<file path="src/rtl/weight_multi_comp_cell.sv">
// Systolic weight cell: sparse (index,value) dot products per neuron, drained onto a result chain with an upstream FIFO.
// Forwarding latency 1; no backpressure. `define WEIGHT_COMP_SATURATE_EN to clamp instead of wrap.
module weight_multi_comp_cell #(
  parameter int DATA_WIDTH    = 32,
  parameter int WEIGHT_AMOUNT = 2,
  parameter int NEURON_AMOUNT = 2,
  parameter logic [NEURON_AMOUNT*WEIGHT_AMOUNT*DATA_WIDTH-1:0] WEIGHTS = '0
) (
  input  logic                  clk,
  input  logic                  rst_n,
  input  logic [DATA_WIDTH-1:0] input_index,
  input  logic [DATA_WIDTH-1:0] input_value,
  input  logic [DATA_WIDTH:0]   input_result,
  input  logic                  input_enable,
  output logic [DATA_WIDTH-1:0] output_index,
  output logic [DATA_WIDTH-1:0] output_value,
  output logic [DATA_WIDTH:0]   output_result,
  output logic                  output_enable
);

  localparam int CW   = (NEURON_AMOUNT > 1) ? $clog2(NEURON_AMOUNT) : 1;
  localparam int CNTW = $clog2(NEURON_AMOUNT + 1);
  localparam logic [CW-1:0] LAST = CW'(NEURON_AMOUNT - 1);

  typedef enum logic [1:0] {IDLE, ACCUM, DRAIN} state_t;

  state_t                state;
  logic [CW-1:0]         drain_cnt;
  logic [DATA_WIDTH-1:0] acc      [NEURON_AMOUNT];
  logic [DATA_WIDTH-1:0] drain_q  [NEURON_AMOUNT];
  logic [DATA_WIDTH-1:0] fifo_mem [NEURON_AMOUNT];
  logic [CW-1:0]         rd_ptr, wr_ptr;
  logic [CNTW-1:0]       fifo_count;

  logic [DATA_WIDTH-1:0]   wsel      [NEURON_AMOUNT];
  logic [2*DATA_WIDTH-1:0] prod_full [NEURON_AMOUNT];
  logic [DATA_WIDTH-1:0]   prod      [NEURON_AMOUNT];
  logic [DATA_WIDTH:0]     sum_full  [NEURON_AMOUNT];
  logic [DATA_WIDTH-1:0]   sum       [NEURON_AMOUNT];

  logic stream_start, stream_end, draining, fifo_empty, push, pop;

  assign stream_start = input_enable & ~output_enable;
  assign stream_end   = output_enable & ~input_enable;
  // The drain owns the output slot on the stream-end edge as well as while in DRAIN.
  assign draining     = (state == DRAIN) | stream_end;
  assign fifo_empty   = (fifo_count == '0);
  assign push         = input_result[DATA_WIDTH] & (draining | ~fifo_empty);
  assign pop          = ~draining & ~fifo_empty;

  always_comb begin
    for (int n = 0; n < NEURON_AMOUNT; n++) begin
      wsel[n] = '0;
      // Out-of-range indices match nothing, so they contribute a zero product.
      for (int i = 0; i < WEIGHT_AMOUNT; i++) begin
        if (input_index == DATA_WIDTH'(i))
          wsel[n] = WEIGHTS[(n*WEIGHT_AMOUNT+i)*DATA_WIDTH +: DATA_WIDTH];
      end
      prod_full[n] = {{DATA_WIDTH{1'b0}}, wsel[n]} * {{DATA_WIDTH{1'b0}}, input_value};
`ifdef WEIGHT_COMP_SATURATE_EN
      prod[n]     = (|prod_full[n][2*DATA_WIDTH-1:DATA_WIDTH]) ? '1 : prod_full[n][DATA_WIDTH-1:0];
      sum_full[n] = {1'b0, acc[n]} + {1'b0, prod[n]};
      sum[n]      = sum_full[n][DATA_WIDTH] ? '1 : sum_full[n][DATA_WIDTH-1:0];
`else
      prod[n]     = prod_full[n][DATA_WIDTH-1:0];
      sum_full[n] = {1'b0, acc[n]} + {1'b0, prod[n]};
      sum[n]      = sum_full[n][DATA_WIDTH-1:0];
`endif
    end
  end

  always_ff @(posedge clk or negedge rst_n) begin
    if (!rst_n) begin
      for (int n = 0; n < NEURON_AMOUNT; n++) acc[n] <= '0;
    end else if (input_enable) begin
      for (int n = 0; n < NEURON_AMOUNT; n++)
        acc[n] <= stream_start ? prod[n] : sum[n];
    end
  end

  always_ff @(posedge clk or negedge rst_n) begin
    if (!rst_n) begin
      output_index  <= '0;
      output_value  <= '0;
      output_enable <= 1'b0;
      output_result <= '0;
      state         <= IDLE;
      drain_cnt     <= '0;
      for (int n = 0; n < NEURON_AMOUNT; n++) drain_q[n] <= '0;
    end else begin
      output_index  <= input_index;
      output_value  <= input_value;
      output_enable <= input_enable;
      if (state == DRAIN) begin
        output_result <= {1'b1, drain_q[drain_cnt]};
        if (drain_cnt == LAST) begin
          drain_cnt <= '0;
          if (stream_end) begin
            // Back-to-back drain: take a fresh snapshot, next edge emits its word 0.
            drain_q <= acc;
          end else begin
            state <= input_enable ? ACCUM : IDLE;
          end
        end else begin
          drain_cnt <= drain_cnt + CW'(1);
        end
      end else if (stream_end) begin
        output_result <= {1'b1, acc[0]};
        drain_q       <= acc;
        if (NEURON_AMOUNT > 1) begin
          state     <= DRAIN;
          drain_cnt <= CW'(1);
        end else begin
          state <= IDLE;
        end
      end else begin
        output_result <= fifo_empty ? input_result : {1'b1, fifo_mem[rd_ptr]};
        state         <= input_enable ? ACCUM : IDLE;
      end
    end
  end

  always_ff @(posedge clk or negedge rst_n) begin
    if (!rst_n) begin
      rd_ptr     <= '0;
      wr_ptr     <= '0;
      fifo_count <= '0;
      for (int n = 0; n < NEURON_AMOUNT; n++) fifo_mem[n] <= '0;
    end else begin
      if (push) begin
        fifo_mem[wr_ptr] <= input_result[DATA_WIDTH-1:0];
        wr_ptr <= (wr_ptr == LAST) ? '0 : wr_ptr + CW'(1);
      end
      if (pop)
        rd_ptr <= (rd_ptr == LAST) ? '0 : rd_ptr + CW'(1);
      case ({push, pop})
        2'b10:   fifo_count <= fifo_count + CNTW'(1);
        2'b01:   fifo_count <= fifo_count - CNTW'(1);
        default: fifo_count <= fifo_count;
      endcase
    end
  end

endmodule
</file>
<file path="config.mk">
export PLATFORM = sky130hd
export DESIGN_NAME = weight_multi_comp_cell
export DESIGN_NICKNAME = d
export VERILOG_FILES = /design/src/rtl/weight_multi_comp_cell.sv
export SDC_FILE = /design/constraint.sdc
export NUM_CORES = 1
export LEC_CHECK = 0
export CAP_MARGIN = 40
export CELL_PAD_IN_SITES_DETAIL_PLACEMENT = 1
export CELL_PAD_IN_SITES_GLOBAL_PLACEMENT = 2
export CORE_MARGIN = 3
export CORE_UTILIZATION = 23
export DETAILED_ROUTE_END_ITERATION = 8
export GPL_ROUTABILITY_DRIVEN = 1
export HOLD_SLACK_MARGIN = 0.1
export PLACE_DENSITY_LB_ADDON = 0.1
export SKIP_LAST_GASP = 1
export SYNTH_ARGS = -nofsm -noshare
export SYNTH_HDL_FRONTEND = slang
export SYNTH_SLANG_ARGS = --single-unit
</file>
<file path="constraint.sdc">
create_clock -name clk -period 5.7 [get_ports clk]
set_clock_uncertainty 0.05 [all_clocks]
set_input_delay 0.855 -clock clk [delete_from_list [all_inputs] [get_ports clk]]
set_output_delay 0.855 -clock clk [all_outputs]
set_load 0.005 [all_outputs]
</file>
Word-level counts from Yosys, hierarchy flattened

Index checks and enable logic that the tools add are counted.

Bits in registers: 233
Bits in latches: 0
RAM bits: 0
Bits in read-only memories: 0
Input port bits: 100
Output and inout port bits: 98
Word-level logic and storage cells: 69
Memories kept: 0

$add $sub $neg: 5
$mul: 0
Div/mod/pow operators: 0
Magnitude comparators: 4
Equality and inequality tests: 5
Shifts and indexed selects: 0
Mux-type cells: 26
Bitwise operators: 11
Reductions and logical operators: 5

Operators with widths:

| operator              | number |
|---|---|
| $mux W32              | 7 |
| $mux W64              | 3 |
| $mux W33              | 3 |
| $bwmux W64            | 1 |
| $demux W32 S1         | 1 |
| $mux W2               | 4 |
| $ge A2 B2 Y1 const B  | 3 |
| $mux W1               | 6 |
| $not A1 Y2            | 3 |
| $eq A2 B2 Y1 const B  | 2 |
| $ne A2 B2 Y1 const B  | 2 |
| $pmux W2 S2           | 1 |
| $reduce_bool A2 Y1    | 2 |
| $add A1 B1 Y1 const B | 3 |
| $and A1 B1 Y1         | 3 |
| $not A1 Y1            | 3 |
| $add A2 B1 Y2 const B | 1 |
| $eq A2 B1 Y1 const B  | 1 |
| $logic_not A2 Y1      | 1 |
| $lt A2 B1 Y1 const B  | 1 |
| $or A1 B1 Y1          | 2 |
| $reduce_and A2 Y1     | 1 |
| $sub A2 B1 Y2 const B | 1 |
| $logic_and A1 B1 Y1   | 1 |

Depth between registers and ports, before layout

Word-level depth: 7
Depth in mapped cells: 8
Mapped depth without buffers: 7

Worst setup path before layout

No wires, ideal clock.

Kind: input to register
Start point: input input_enable
End point: register fifo_count[1]
Arrival time: 2.106 ns
Required time: 5.571 ns
Setup slack: 3.465 ns
Stages on the path: 7
Buffers on the path: 1
Path through: nand2b_1 -> nand3_1 -> buf_2 -> inv_1 -> ha_1 -> nor2_1 -> xor2_1

Word-level cells in the longest chain between the ends: 7
Elaborated cells on any way between the ends: 11
Those cells by class: eq/ne: 2; mux: 1; bitwise: 7; reduce/logical: 1

Ends and longest elaborated chain:

| element                                           | RTL line | source |
|---|---|---|
| start: declaration                                | 14       | `input logic input_enable,` |
| $not A1 Y1 *                                      | 44       | `assign stream_end = output_enable & ~input_enable;` |
| $and A1 B1 Y1 *                                   | 44       |  |
| $or A1 B1 Y1 *                                    | 46       | `assign draining = (state == DRAIN) \| stream_end;` |
| $not A1 Y1 *                                      | 49       | `assign pop = ~draining & ~fifo_empty;` |
| $and A1 B1 Y1 *                                   | 49       |  |
| net pop                                           | 41       | `logic stream_start, stream_end, draining, fifo_empty, push, pop;` |
| $eq A2 B1 Y1 or $eq A2 B2 Y1 (tied branches)      | 136      | `case ({push, pop})` |
| $pmux W2 S2 or $reduce_bool A2 Y1 (tied branches) | n/a      |  |
| end signal: assignment                            | 137      | `2'b10: fifo_count <= fifo_count + CNTW'(1);` |
| end signal: assignment                            | 138      | `2'b01: fifo_count <= fifo_count - CNTW'(1);` |
| end signal: assignment                            | 139      | `default: fifo_count <= fifo_count;` |
| end: declaration                                  | 33       | `logic [CNTW-1:0] fifo_count;` |

The timed path passes the listed nets; every way through them passes the cells marked *.
A chain may end at the register's enable or synchronous reset.

Final worst setup path

Start point: input input_enable
End point: register fifo_mem[62] (netlist bit)

Word-level cells in the longest chain between the ends: 5

Ends and longest elaborated chain:

| element                        | RTL line | source |
|---|---|---|
| $not A1 Y1                     | 44       |  |
| $and A1 B1 Y1                  | 44       |  |
| $or A1 B1 Y1                   | 46       |  |
| $or A1 B1 Y1                   | 48       | `assign push = input_result[DATA_WIDTH] & (draining \| ~fifo_empty);` |
| $and A1 B1 Y1                  | 48       |  |
| end signal: indexed assignment | 131      | `fifo_mem[wr_ptr] <= input_result[DATA_WIDTH-1:0];` |
| end: declaration               | 31       | `logic [DATA_WIDTH-1:0] fifo_mem [NEURON_AMOUNT];` |

Every way passes these cells.

==> impl_metrics.yaml <==
drt:
  dr_wl_met2_um: 8900
  drt-met1-wl_um: 6010
  topRoutingLayerUsed: "met5"
  first_pass_iters: 3
  wl_per_cell_um: 17.9
  viasPerCell: 4.04
  drc: 0
  drt-initial-drc-count: 89
  num_vias: 3572
  postRouteAntennaNets: 0
  wl_met3_um: 638
  wl_um: 15800
final_layout:
  drive_gt1_share_pct: 19.0
  final_core_util_pct: 35.8
  syn2layout_area_growth_pct: 51.0
  finalNetCount: 647
  nFillCells: 2591
  fin_area_um2: 8830
  stdcell_count: 884
worst_setup_path:
  crit_fanout: 32
  arrival_ps: 2820
  ff2ff_setup_slack_ps: 3530
  required_ps: 5950
  slowest_delay_ps: 490
  critPathLaunchType: "input pin"
  cp_top_family: "buffers and inverters"
  path_cells: "clkdlybuf4s50_1 -> nand2b_1 -> a311oi_4 -> buf_4 -> mux2_2"
  cp.depth: 5
  r2r_cells: 4
  slowest_stage: "buf_4"
  path_buf_inv: 2
  path_class: "input pin to flip-flop"
  crit_path_end_kind: "flip-flop"
clock_network:
  cts_root_buf: "clkbuf_16"
  insertion_delay_ps: 420
  cts_tree: "done"
  postCtsSetupBuffers: 0
  h-tree-depth: 4
  cts_buffer_depth: 2
  cts.sinks: 169
  ctsHoldBuffers: 0
  cts_buffers: 17
  ctsResizeCount: 0
  clk_pin_slew_ps: 80
yosys:
  synth_edf_count: 0
  synthesis.nets: 440
  yosysMostFrequentCell: "dfrtp_1"
  synth_cell_types: 27
  synth_common_cells: "169 x dfrtp_1, 60 x mux2_2, 32 x mux2i_1, 32 x o2bb2ai_1, 9 x buf_2"
  synth_top_area_share_pct: 72.3
  synthArstFlopShare_pct: 100
  synth_top_cell_by_area: "dfrtp_1"
  synth.avg_cell_area_um2: 17.3
  yosys_register_bits: 169
  yosys-top-cells-area: "dfrtp_1 72%, mux2_2 12%, mux2i_1 5.5%"
  synth_cells: 339
  ys_seq_area_share_pct: 72.3
  synthesis.area_um2: 5850
  yosys_warnings: 0
  synth_ff_type: "dfrtp_1"
status:
  status: "completed"
global_routing:
  antenna_found_initial: 2
  grt_usage_pct: 12.1
  grt_max_degree: 68
  grt_pass1_wl_um: 24400
  grt_overflow_total: 0
  grt_pass1_vias: 4103
placement:
  place_ws_ps: 2680
  place_congestion: 0.690
  placed_area_um2: 8230
  hpwl_um: 10800
  port_buffers: 197
  place_inst: 851
floorplan:
  die_w_um: 165
  rows: 57
  die_height_um: 165
  initial_core_util_pct: 23.7
  coreArea_um2: 24700
  dieArea_um2: 27400
  ios: 198
timing:
  clock.fmax_ghz: 0.390
  tns_ps: 0
  rsz0062_at_grt: "no"
  setup_viol: 0
  timing_hold_violations_final: 0
  setup_ws_ps: 3130
  whs_ps: 363
  period_needed_ps: 2570
  slew_headroom_pct: 42.6
  min_period_over_period_pct: 45.0
  drv_slew: 0
  worstMarginPinSlew_ps: 858
flow_run:
  maxCapViolations: 0
pwr:
  ir_worst_vdd_mv: 0.228
  report.power.total_mw: 4.14
  leakage_nw: 3.66
  power_density_nw_per_um2: 468
hold_path:
  worst_hold_path_type: "input pin to async pin"
-- where the power goes --
group	switching [mW]	leakage, nW	internal, mW
combinational	0.475	1.36	0.715
sequential	0.198	2.01	1.58
clock	0.543	0.293	0.631
-- layout by cell type, fill, tap and decap left out --
cell and instances:
a21oi_1 1, a311oi_4 1, a31oi_4 1, buf_12 1, buf_16 1, buf_4 5, buf_6 1, bufinv_16 1
clkbuf_16 17, clkdlybuf4s50_1 196, clkinv_4 2, clkinv_8 1, clkinvlp_4 1, dfrtp_1 168, dfrtp_2 1, diode_2 1
ha_1 1, inv_1 2, inv_6 4, inv_8 6, mux2_1 4, mux2_2 60, mux2i_1 32, nand2_1 2
nand2b_1 2, nand3_2 1, nor2_1 2, nor2b_1 2, nor3_1 1, nor3_4 1, o21a_1 1, o21ai_0 1
o2bb2ai_1 32, o31ai_1 1, or2_2 1, xnor2_1 4, xor2_1 1
-- registers in the layout (all words and copies together) (netlist names), 2 cells and up --
name,count
state,2
output_index,32
fifo_mem,64
output_result,33
output_value,32
fifo_count,2
-- metal layers --
metal / track usage (%) / vias up
met5: 0 / -
met4: 4.46 / 2
met3: 3.22 / 17
met2: 22.3 / 79
met1: 13.3 / 1862
li1: - / 1612
-- worst paths after layout --
path | endpoint | start
min reg2reg | fifo_mem[37] | fifo_mem[37]
min | output_value[27] | rst_n
min in group clk | fifo_mem[37] | fifo_mem[37]
max | fifo_mem[62] | input_enable
max in group asynchronous | rd_ptr | rst_n
max reg2reg | output_result[5] | fifo_count[0]
-- logic make-up after synthesis --
| kind of cell | synth area share, % |
|---|---|
| mux | 17.8 |
| flops | 72.3 |
| xor+xnor | 0.749 |
| compound gates | 5.88 |
| buf+inv | 1.92 |
| simple gates | 1.13 |
| fa+ha+maj | 0.214 |
-- final cells by class --
type	instances	area (um^2)	area share, %
Antenna cell	1	2.50	0.0283
Tap cell	324	405	4.59
Sequential cell	169	4230	47.9
Clock inverter	15	174	1.97
Clock buffer	17	425	4.82
Timing Repair Buffer	204	2060	23.3
Inverter	2	7.51	0.0850
Multi-Input combinational cell	152	1530	17.3
Power figures use the tool's default switching activity.
